File: src/rtl/sr_cmd_if.sv
// ---------------------------------------------------------------------------
// sr_cmd_if
// Bundles the raw request lines and the command/status outputs of the SR
// command generator.
//   set_in   : raw asynchronous set request        (requester -> generator)
//   clr_in   : raw asynchronous clear request      (requester -> generator)
//   s, r     : one-cycle set / clear pulses        (generator -> SR stage)
//   busy     : pulse cycle plus spacing gap active (generator -> requester)
//   conflict : both requests met at one arbitration point
//   overrun  : request arrived while one was already pending on that channel
// The master modport is the requesting side; the slave modport is the
// generator itself.
// ---------------------------------------------------------------------------
interface sr_cmd_if;
    logic set_in;
    logic clr_in;
    logic s;
    logic r;
    logic busy;
    logic conflict;
    logic overrun;

    modport master (
        output set_in, clr_in,
        input  s, r, busy, conflict, overrun
    );

    modport slave (
        input  set_in, clr_in,
        output s, r, busy, conflict, overrun
    );
endinterface

File: src/rtl/sr_cmd_gen.sv
// ---------------------------------------------------------------------------
// sr_cmd_gen
// Upstream command stage for the SR flip-flop stage. Each raw request line is
// synchronised (2 flops), debounced, and every debounced rising edge becomes
// a pending request. A small arbiter issues pending requests as one-cycle
// s/r pulses, never both at once, spaced by at least MIN_GAP idle cycles.
//
// Ports:
//   clk    : single clock, all state on the rising edge
//   reset  : synchronous, active-high; clears every register
//   bus    : sr_cmd_if.slave (set_in, clr_in in; s, r, busy, conflict,
//            overrun out)
//
// Parameters:
//   DEBOUNCE     : cycles a synced level must differ before it is accepted
//   MIN_GAP      : idle cycles enforced between two output pulses
//   SET_PRIORITY : 0 = clear wins a simultaneous request, 1 = set wins
// ---------------------------------------------------------------------------
module sr_cmd_gen #(
    parameter int DEBOUNCE     = 4,
    parameter int MIN_GAP      = 2,
    parameter bit SET_PRIORITY = 1'b0
) (
    input  logic    clk,
    input  logic    reset,
    sr_cmd_if.slave bus
);

    localparam int CW = $clog2(DEBOUNCE) + 1;
    localparam int GW = $clog2(MIN_GAP + 1) + 1;
    localparam logic [CW-1:0] CNT_LAST = CW'(DEBOUNCE - 1);
    localparam logic [GW-1:0] GAP_LAST = GW'(MIN_GAP);

    // GAP covers the pulse cycle plus the MIN_GAP idle cycles after it.
    typedef enum logic {
        IDLE,
        GAP
    } state_t;

    logic [1:0]    set_sync;
    logic [1:0]    clr_sync;
    logic          set_stable;
    logic          clr_stable;
    logic [CW-1:0] set_cnt;
    logic [CW-1:0] clr_cnt;
    logic          set_pend;
    logic          clr_pend;
    state_t        state;
    state_t        state_next;
    logic [GW-1:0] gap_cnt;
    logic [GW-1:0] gap_next;
    logic          s_q;
    logic          r_q;
    logic          conflict_q;
    logic          overrun_q;

    logic          set_accept;
    logic          clr_accept;
    logic          set_rise;
    logic          clr_rise;
    logic          can_issue;
    logic          both_pend;
    logic          issue_s;
    logic          issue_r;
    logic          set_pend_next;
    logic          clr_pend_next;
    logic          overrun_next;

    // Two-flop synchronisers; bit 1 is the synchronised level.
    always_ff @(posedge clk) begin
        if (reset) begin
            set_sync <= 2'b00;
            clr_sync <= 2'b00;
        end else begin
            set_sync <= {set_sync[0], bus.set_in};
            clr_sync <= {clr_sync[0], bus.clr_in};
        end
    end

    // A new level is accepted on the edge where it has differed from the
    // stable level for DEBOUNCE consecutive samples; only 0->1 is a request.
    always_comb begin
        set_accept = (set_sync[1] != set_stable) && (set_cnt == CNT_LAST);
        clr_accept = (clr_sync[1] != clr_stable) && (clr_cnt == CNT_LAST);
        set_rise   = set_accept && set_sync[1];
        clr_rise   = clr_accept && clr_sync[1];
    end

    // Debounce counters and accepted levels.
    always_ff @(posedge clk) begin
        if (reset) begin
            set_stable <= 1'b0;
            clr_stable <= 1'b0;
            set_cnt    <= '0;
            clr_cnt    <= '0;
        end else begin
            if (set_sync[1] == set_stable) begin
                set_cnt <= '0;
            end else if (set_accept) begin
                set_stable <= set_sync[1];
                set_cnt    <= '0;
            end else begin
                set_cnt <= set_cnt + 1'b1;
            end

            if (clr_sync[1] == clr_stable) begin
                clr_cnt <= '0;
            end else if (clr_accept) begin
                clr_stable <= clr_sync[1];
                clr_cnt    <= '0;
            end else begin
                clr_cnt <= clr_cnt + 1'b1;
            end
        end
    end

    // Arbitration and spacing. The last gap cycle is itself an arbitration
    // point, so a waiting request goes out exactly MIN_GAP+1 cycles after the
    // previous pulse; with MIN_GAP=0 that yields back-to-back pulses.
    always_comb begin
        state_next = state;
        gap_next   = gap_cnt;
        issue_s    = 1'b0;
        issue_r    = 1'b0;
        can_issue  = (state == IDLE) || (gap_cnt == GAP_LAST);
        both_pend  = set_pend && clr_pend;

        if (can_issue) begin
            if (both_pend) begin
                issue_s = SET_PRIORITY;
                issue_r = !SET_PRIORITY;
            end else begin
                issue_s = set_pend;
                issue_r = clr_pend;
            end
        end

        if (issue_s || issue_r) begin
            state_next = GAP;
            gap_next   = '0;
        end else if (state == GAP) begin
            if (gap_cnt == GAP_LAST) begin
                state_next = IDLE;
                gap_next   = '0;
            end else begin
                gap_next = gap_cnt + 1'b1;
            end
        end

        // A rise on the edge that consumes the pending request re-arms it
        // cleanly; a rise onto a still-pending request coalesces and flags.
        set_pend_next = (set_pend && !issue_s) || set_rise;
        clr_pend_next = (clr_pend && !issue_r) || clr_rise;
        overrun_next  = (set_rise && set_pend && !issue_s) ||
                        (clr_rise && clr_pend && !issue_r);
    end

    // State, pending flags and registered outputs.
    always_ff @(posedge clk) begin
        if (reset) begin
            state      <= IDLE;
            gap_cnt    <= '0;
            set_pend   <= 1'b0;
            clr_pend   <= 1'b0;
            s_q        <= 1'b0;
            r_q        <= 1'b0;
            conflict_q <= 1'b0;
            overrun_q  <= 1'b0;
        end else begin
            state      <= state_next;
            gap_cnt    <= gap_next;
            set_pend   <= set_pend_next;
            clr_pend   <= clr_pend_next;
            s_q        <= issue_s;
            r_q        <= issue_r;
            conflict_q <= can_issue && both_pend;
            overrun_q  <= overrun_next;
        end
    end

    assign bus.s        = s_q;
    assign bus.r        = r_q;
    assign bus.busy     = (state == GAP);
    assign bus.conflict = conflict_q;
    assign bus.overrun  = overrun_q;

endmodule

File: src/flat_wrapper.sv
// flat-port wrapper written by rule: the top's interface ports become plain ports
module sr_cmd_gen_flat 
#(
    parameter int DEBOUNCE     = 4,
    parameter int MIN_GAP      = 2,
    parameter bit SET_PRIORITY = 1'b0
)
  (clk, reset, bus_set_in, bus_clr_in, bus_s, bus_r, bus_busy, bus_conflict, bus_overrun);
  sr_cmd_if bus_i ();
  input  logic clk;
  input  logic reset;
  input wire logic [$bits(bus_i.set_in)-1:0] bus_set_in;
  input wire logic [$bits(bus_i.clr_in)-1:0] bus_clr_in;
  output wire logic [$bits(bus_i.s)-1:0] bus_s;
  output wire logic [$bits(bus_i.r)-1:0] bus_r;
  output wire logic [$bits(bus_i.busy)-1:0] bus_busy;
  output wire logic [$bits(bus_i.conflict)-1:0] bus_conflict;
  output wire logic [$bits(bus_i.overrun)-1:0] bus_overrun;
  assign bus_i.set_in = bus_set_in;
  assign bus_i.clr_in = bus_clr_in;
  assign bus_s = bus_i.s;
  assign bus_r = bus_i.r;
  assign bus_busy = bus_i.busy;
  assign bus_conflict = bus_i.conflict;
  assign bus_overrun = bus_i.overrun;
  sr_cmd_gen #(.DEBOUNCE(DEBOUNCE), .MIN_GAP(MIN_GAP), .SET_PRIORITY(SET_PRIORITY)) u_core (.clk(clk), .reset(reset), .bus(bus_i));
endmodule
File: config.mk
export PLATFORM = sky130hd
export DESIGN_NAME = sr_cmd_gen_flat
export DESIGN_NICKNAME = d
export VERILOG_FILES = /design/src/rtl/sr_cmd_if.sv /design/src/rtl/sr_cmd_gen.sv /design/src/flat_wrapper.sv
export SDC_FILE = /design/constraint.sdc
export NUM_CORES = 1
export LEC_CHECK = 0
export ABC_AREA = 1
export CORE_AREA = 2 2 44 46
export CTS_CLUSTER_SIZE = 25
export DETAILED_ROUTE_END_ITERATION = 16
export DIE_AREA = 0 0 46 48
export PLACE_DENSITY = 0.77
export SYNTH_ARGS = -nofsm -noshare
export SYNTH_HDL_FRONTEND = slang
export SYNTH_SLANG_ARGS = --single-unit
File: constraint.sdc
create_clock -name clk -period 3.4 [get_ports clk]
set_clock_uncertainty 0.05 [all_clocks]
set_input_delay 0.51 -clock clk [delete_from_list [all_inputs] [get_ports clk]]
set_output_delay 0.51 -clock clk [all_outputs]
set_load 0.02 [all_outputs]
## Word-level counts from Yosys, hierarchy flattened

Index checks and enable logic that the tools add are counted.

| word-level totals | value |
|---|---|
| register bits after elaboration | 22 |
| latch bits | 0 |
| RAM bits | 0 |
| bits in read-only memories | 0 |
| input bits | 4 |
| word-level logic and storage cells | 59 |
| memories kept | 0 |

| operators by class | value |
|---|---|
| add/subtract/negate cells | 3 |
| multipliers | 0 |
| div/mod/pow operators | 0 |
| magnitude comparators | 0 |
| eq/ne operators | 7 |
| shifts and indexed selects | 0 |
| muxes and demuxes | 8 |
| bitwise logic cells | 3 |
| reduce and logical (&&, ||, !) cells | 24 |

Operator list:

| cell | count |
|---|---|
| $logic_and 1x1->1 | 12 |
| $add 3x1->3 const B | 3 |
| $eq 3x2->1 const B | 3 |
| $mux 1 | 7 |
| $reduce_or 3->1 | 2 |
| $logic_or 1x1->1 | 5 |
| $reduce_and 2->1 | 2 |
| $mux 3 | 1 |
| $not 1->1 | 3 |
| $eq 1x1->1 | 2 |
| $logic_not 1->1 | 2 |
| $ne 1x1->1 | 2 |
| $reduce_or 2->1 | 1 |

## Logic depth before layout (Yosys ltp)

| depth | value |
|---|---|
| depth in word-level cells | 6 |
| mapped depth | 7 |
| mapped depth without buffers | 7 |

## Least setup slack after synthesis

Ideal clock, no wire load.

| timing path | value |
|---|---|
| path kind | reg-to-reg |
| start point | register u_core.set_cnt[0] |
| end point | register u_core.overrun_q (netlist: u_core.bus.overrun) |
| setup time | 0.132 ns |
| arrival time | 0.926 ns |
| slack | 2.292 ns |
| cell stages (with the launch flop) | 7 |
| cell sequence | dfxtp_1 ha_1 ha_1 nand3b_1 nor2_1 nand2_1 a21oi_1 |

| between the ends | value |
|---|---|
| longest elaborated chain between the ends | 6 |

RTL lines:

| element | line | source |
|---|---|---|
| start, declared | sr_cmd_gen.sv:44 | `logic [CW-1:0] set_cnt;` |
| start signal, assigned | sr_cmd_gen.sv:103 | `set_cnt <= set_cnt + 1'b1;` |
| $eq 3x2->1 | sr_cmd_gen.sv:83 | `set_accept = (set_sync[1] != set_stable) && (set_cnt == CNT_LAST);` |
| $logic_and 1x1->1 | sr_cmd_gen.sv:83 |  |
| $logic_and 1x1->1 | sr_cmd_gen.sv:85 | `set_rise = set_accept && set_sync[1];` |
| $logic_and 1x1->1 (2 in a row) | sr_cmd_gen.sv:154 | `overrun_next = (set_rise && set_pend && !issue_s) \|\|` |
| $logic_or 1x1->1 | sr_cmd_gen.sv:154 |  |
| end signal, assigned | sr_cmd_gen.sv:177 | `overrun_q <= overrun_next;` |
| end, declared | sr_cmd_gen.sv:55 | `logic overrun_q;` |

No other way between the ends.
A chain may end at the register's enable or synchronous reset.

## Worst setup path after layout

| timing path | value |
|---|---|
| start point | register u_core.state (netlist: u_core.bus.busy) |
| end point | output bus_busy |

RTL lines:

| element | line | source |
|---|---|---|
| start, declared | sr_cmd_gen.sv:48 | `state_t state;` |
| start signal, assigned | sr_cmd_gen.sv:170 | `state <= state_next;` |
| end, declared | flat_wrapper.sv:16 | `output wire logic [$bits(bus_i.busy)-1:0] bus_busy;` |

No word-level cell between the ends.

==> results.cfg <==
[status]
status = completed

[routing]
drtIter0Drc = 8
viasPerCell = 4.72
postRouteAntennaNets = 0
num_vias = 585
drt-pass1-iter-count = 4
wl_per_cell_um = 9.96
drcViolationCount = 0
routed_wl_um = 1240

[synthesis]
synth_area_leaders = dfxtp_1 (53%), inv_1 (8.2%), nor2_1 (8.2%), ha_1 (6.1%), a21oi_1 (3.6%)
synth_top_cell_by_area = dfxtp_1
synth.top_cell.area_share = 0.533
ys_warn_count = 0
synth_common_cells = dfxtp_1 (22), inv_1 (18), nor2_1 (18)
synth-seq-cells = 22
syn_area_sq_um = 827
yosysMostFrequentCell = dfxtp_1
async_flop_share = 0
ys_types = 18
avgSynthCellArea_sq_um = 8.62
syn_inst = 96
seq_area_frac_synth = 0.533
synth_edf_count = 0
synth_ff_type = dfxtp_1
syn-num-nets = 104

[layout]
num-nets-final = 116
syn2layout_area_growth_pct = 16.2
num_antenna_cells = 0
nFillCells = 160
fin_util = 0.569
layout.area.seq_sq_um = 440
multi_input_area_sq_um = 315
fin_area_sq_um = 961
layout-drive-gt1-share = 0.103

[clocking]
cts-hold-fix-buffers = 0
cts_buffers = 3
cts_htree_levels = 1
cts_setup_buffers = 0
insertion_delay_ns = 0.30
clkSinkCount = 22
clkTransAtPathRegs_ns = 0.11
cts_resized = 0
cts_root_buffer = clkbuf_4
clock_path_buffers = 2
cts_tree = yes

[sta]
relSlewSlack = 0.717
rsz0062_at_grt = no
fin_crit_ns = 1.97
setup_slack_ns = 1.43
fmax_mhz = 507
setup_tns_ns = 0
post-route-period-util = 0.581
hold_viol = 0
drv_slew = 0
worstMarginPinSlew_ns = 0.424
setup_viol = 0

[global_routing]
grt_pass1_vias = 548
gr-total-overflow = 0
antenna_found_initial = 0
grt_usage = 0.144
grt_first_pass_wirelength_um = 2170
grt_start_max_net_pins = 14

[floorplanning]
die_area_sq_um = 2210
start_util = 0.490
die_w_um = 46
rows = 15
core_sq_um = 1690
num_io_pins = 9
die_h_um = 48

[power_and_ir_drop]
finalPower_mw = 0.410
p_leak_nw = 0.405
p_per_area_nw_per_um2 = 427
ir_drop_uv = 177

[worst_setup_path]
cp_cell_sequence = clkdlybuf4s50_1
path_max_fanout = 6
crit_buf_inv = 1
crit_family = buffers and inverters
path_class = reg2out
arrival_ns = 1.41
worstSetupStartpointType = flip-flop
required_ns = 2.84
critical-path-slowest-cell = clkdlybuf4s50_1
max_stage_delay_ns = 0.65
cp-end-kind = output pin

[placed_design]
dp_slack_ns = 1.60
gp_congestion = 0.741
placedInstanceArea_sq_um = 925
io_buffers = 8
dpl.hpwl_um = 911

[job]
cap_violations = 0

[worst_hold_path]
worst_hold_path_type = reg2reg
layout by cell type (no fill, tap or decap), types with 3 or more instances in the layout:
| master | synthesis | final |
|---|---|---|
| inv_1 | 18 | 18 |
| nand2_1 | 6 | 6 |
| nor2_1 | 18 | 18 |
| dfxtp_1 | 22 | 22 |
| nand3_1 | 5 | 5 |
| ha_1 | 4 | 4 |
| clkdlybuf4s50_1 | 0 | 8 |
| xor2_1 | 3 | 3 |
| clkbuf_4 | 0 | 3 |
| a21oi_1 | 6 | 6 |
final cells by class:
type / count / area share
Clock buffer: 4 / 0.0378
Inverter: 18 / 0.0703
Multi-Input combinational cell: 55 / 0.328
Sequential cell: 22 / 0.458
Tap cell: 17 / 0.0221
Timing Repair Buffer: 8 / 0.0833
final timing paths:
| kind | from | end | slack [ns] | depth (start not counted) |
|---|---|---|---|---|
| worst max register to register | u_core.clr_cnt[0]$_SDFF_PP0_ | u_core.bus.overrun$_SDFF_PP0_ | 2.17 | 6 |
| worst max-delay path | u_core.bus.busy$_SDFF_PP0_ | bus_busy | 1.43 | 1 |
| worst min-delay path | u_core.clr_sync[0]$_SDFF_PP0_ | u_core.clr_sync[1]$_SDFF_PP0_ | 0.37 | 2 |
| worst min register to register | u_core.clr_sync[0]$_SDFF_PP0_ | u_core.clr_sync[1]$_SDFF_PP0_ | 0.37 | 2 |
sequential cells by signal (all words and copies together), names as in the netlist:
| name | count |
|---|---|
| u_core.bus.conflict | 1 |
| u_core.set_cnt | 3 |
| u_core.bus.s | 1 |
| u_core.gap_cnt | 3 |
| u_core.set_sync | 2 |
| u_core.bus.busy | 1 |
| u_core.clr_sync | 2 |
| u_core.clr_pend | 1 |
| u_core.bus.overrun | 1 |
| u_core.clr_stable | 1 |
| u_core.set_pend | 1 |
| u_core.bus.r | 1 |
| u_core.set_stable | 1 |
| u_core.clr_cnt | 3 |
power breakdown:
part / switching (mW) / internal [mW] / total [mW] / leakage (nW)
sequential: 0.00150 / 0.261 / 0.262 / 0.178
combinational: 0.00594 / 0.00531 / 0.0112 / 0.206
clock: 0.0717 / 0.0653 / 0.137 / 0.0210
logic make-up after synthesis:
logic type,count (synthesis),synth area share
AOI/OAI and AO/OA,8,0.0484
buffers and inverters,19,0.0862
adders and majority gates,4,0.0605
DFF,22,0.533
and+or+nand+nor,40,0.241
xor gates and xnor gates,3,0.0318
through the flow:
step,cells,hold WS (ns)
CTS,124,0.369
global placement,120,0.343
global route,124,0.400
floorplan,96,0.338
finish,124,0.368
detailed placement,120,0.355
routing by layer:
metal	global-route usage	share of wire
met5	0	0
met1	0.170	0.47
met3	0.0226	0.016
met4	0.120	0.022
met2	0.228	0.49
worst reg2reg max path: stages, from the launching register on:
cell	delay, ns
dfxtp_1	0.35
ha_1	0.15
ha_1	0.14
inv_1	0.06
nor2_1	0.17
nand4_1	0.11
a21oi_1	0.14
Power figures use the tool's default switching activity.
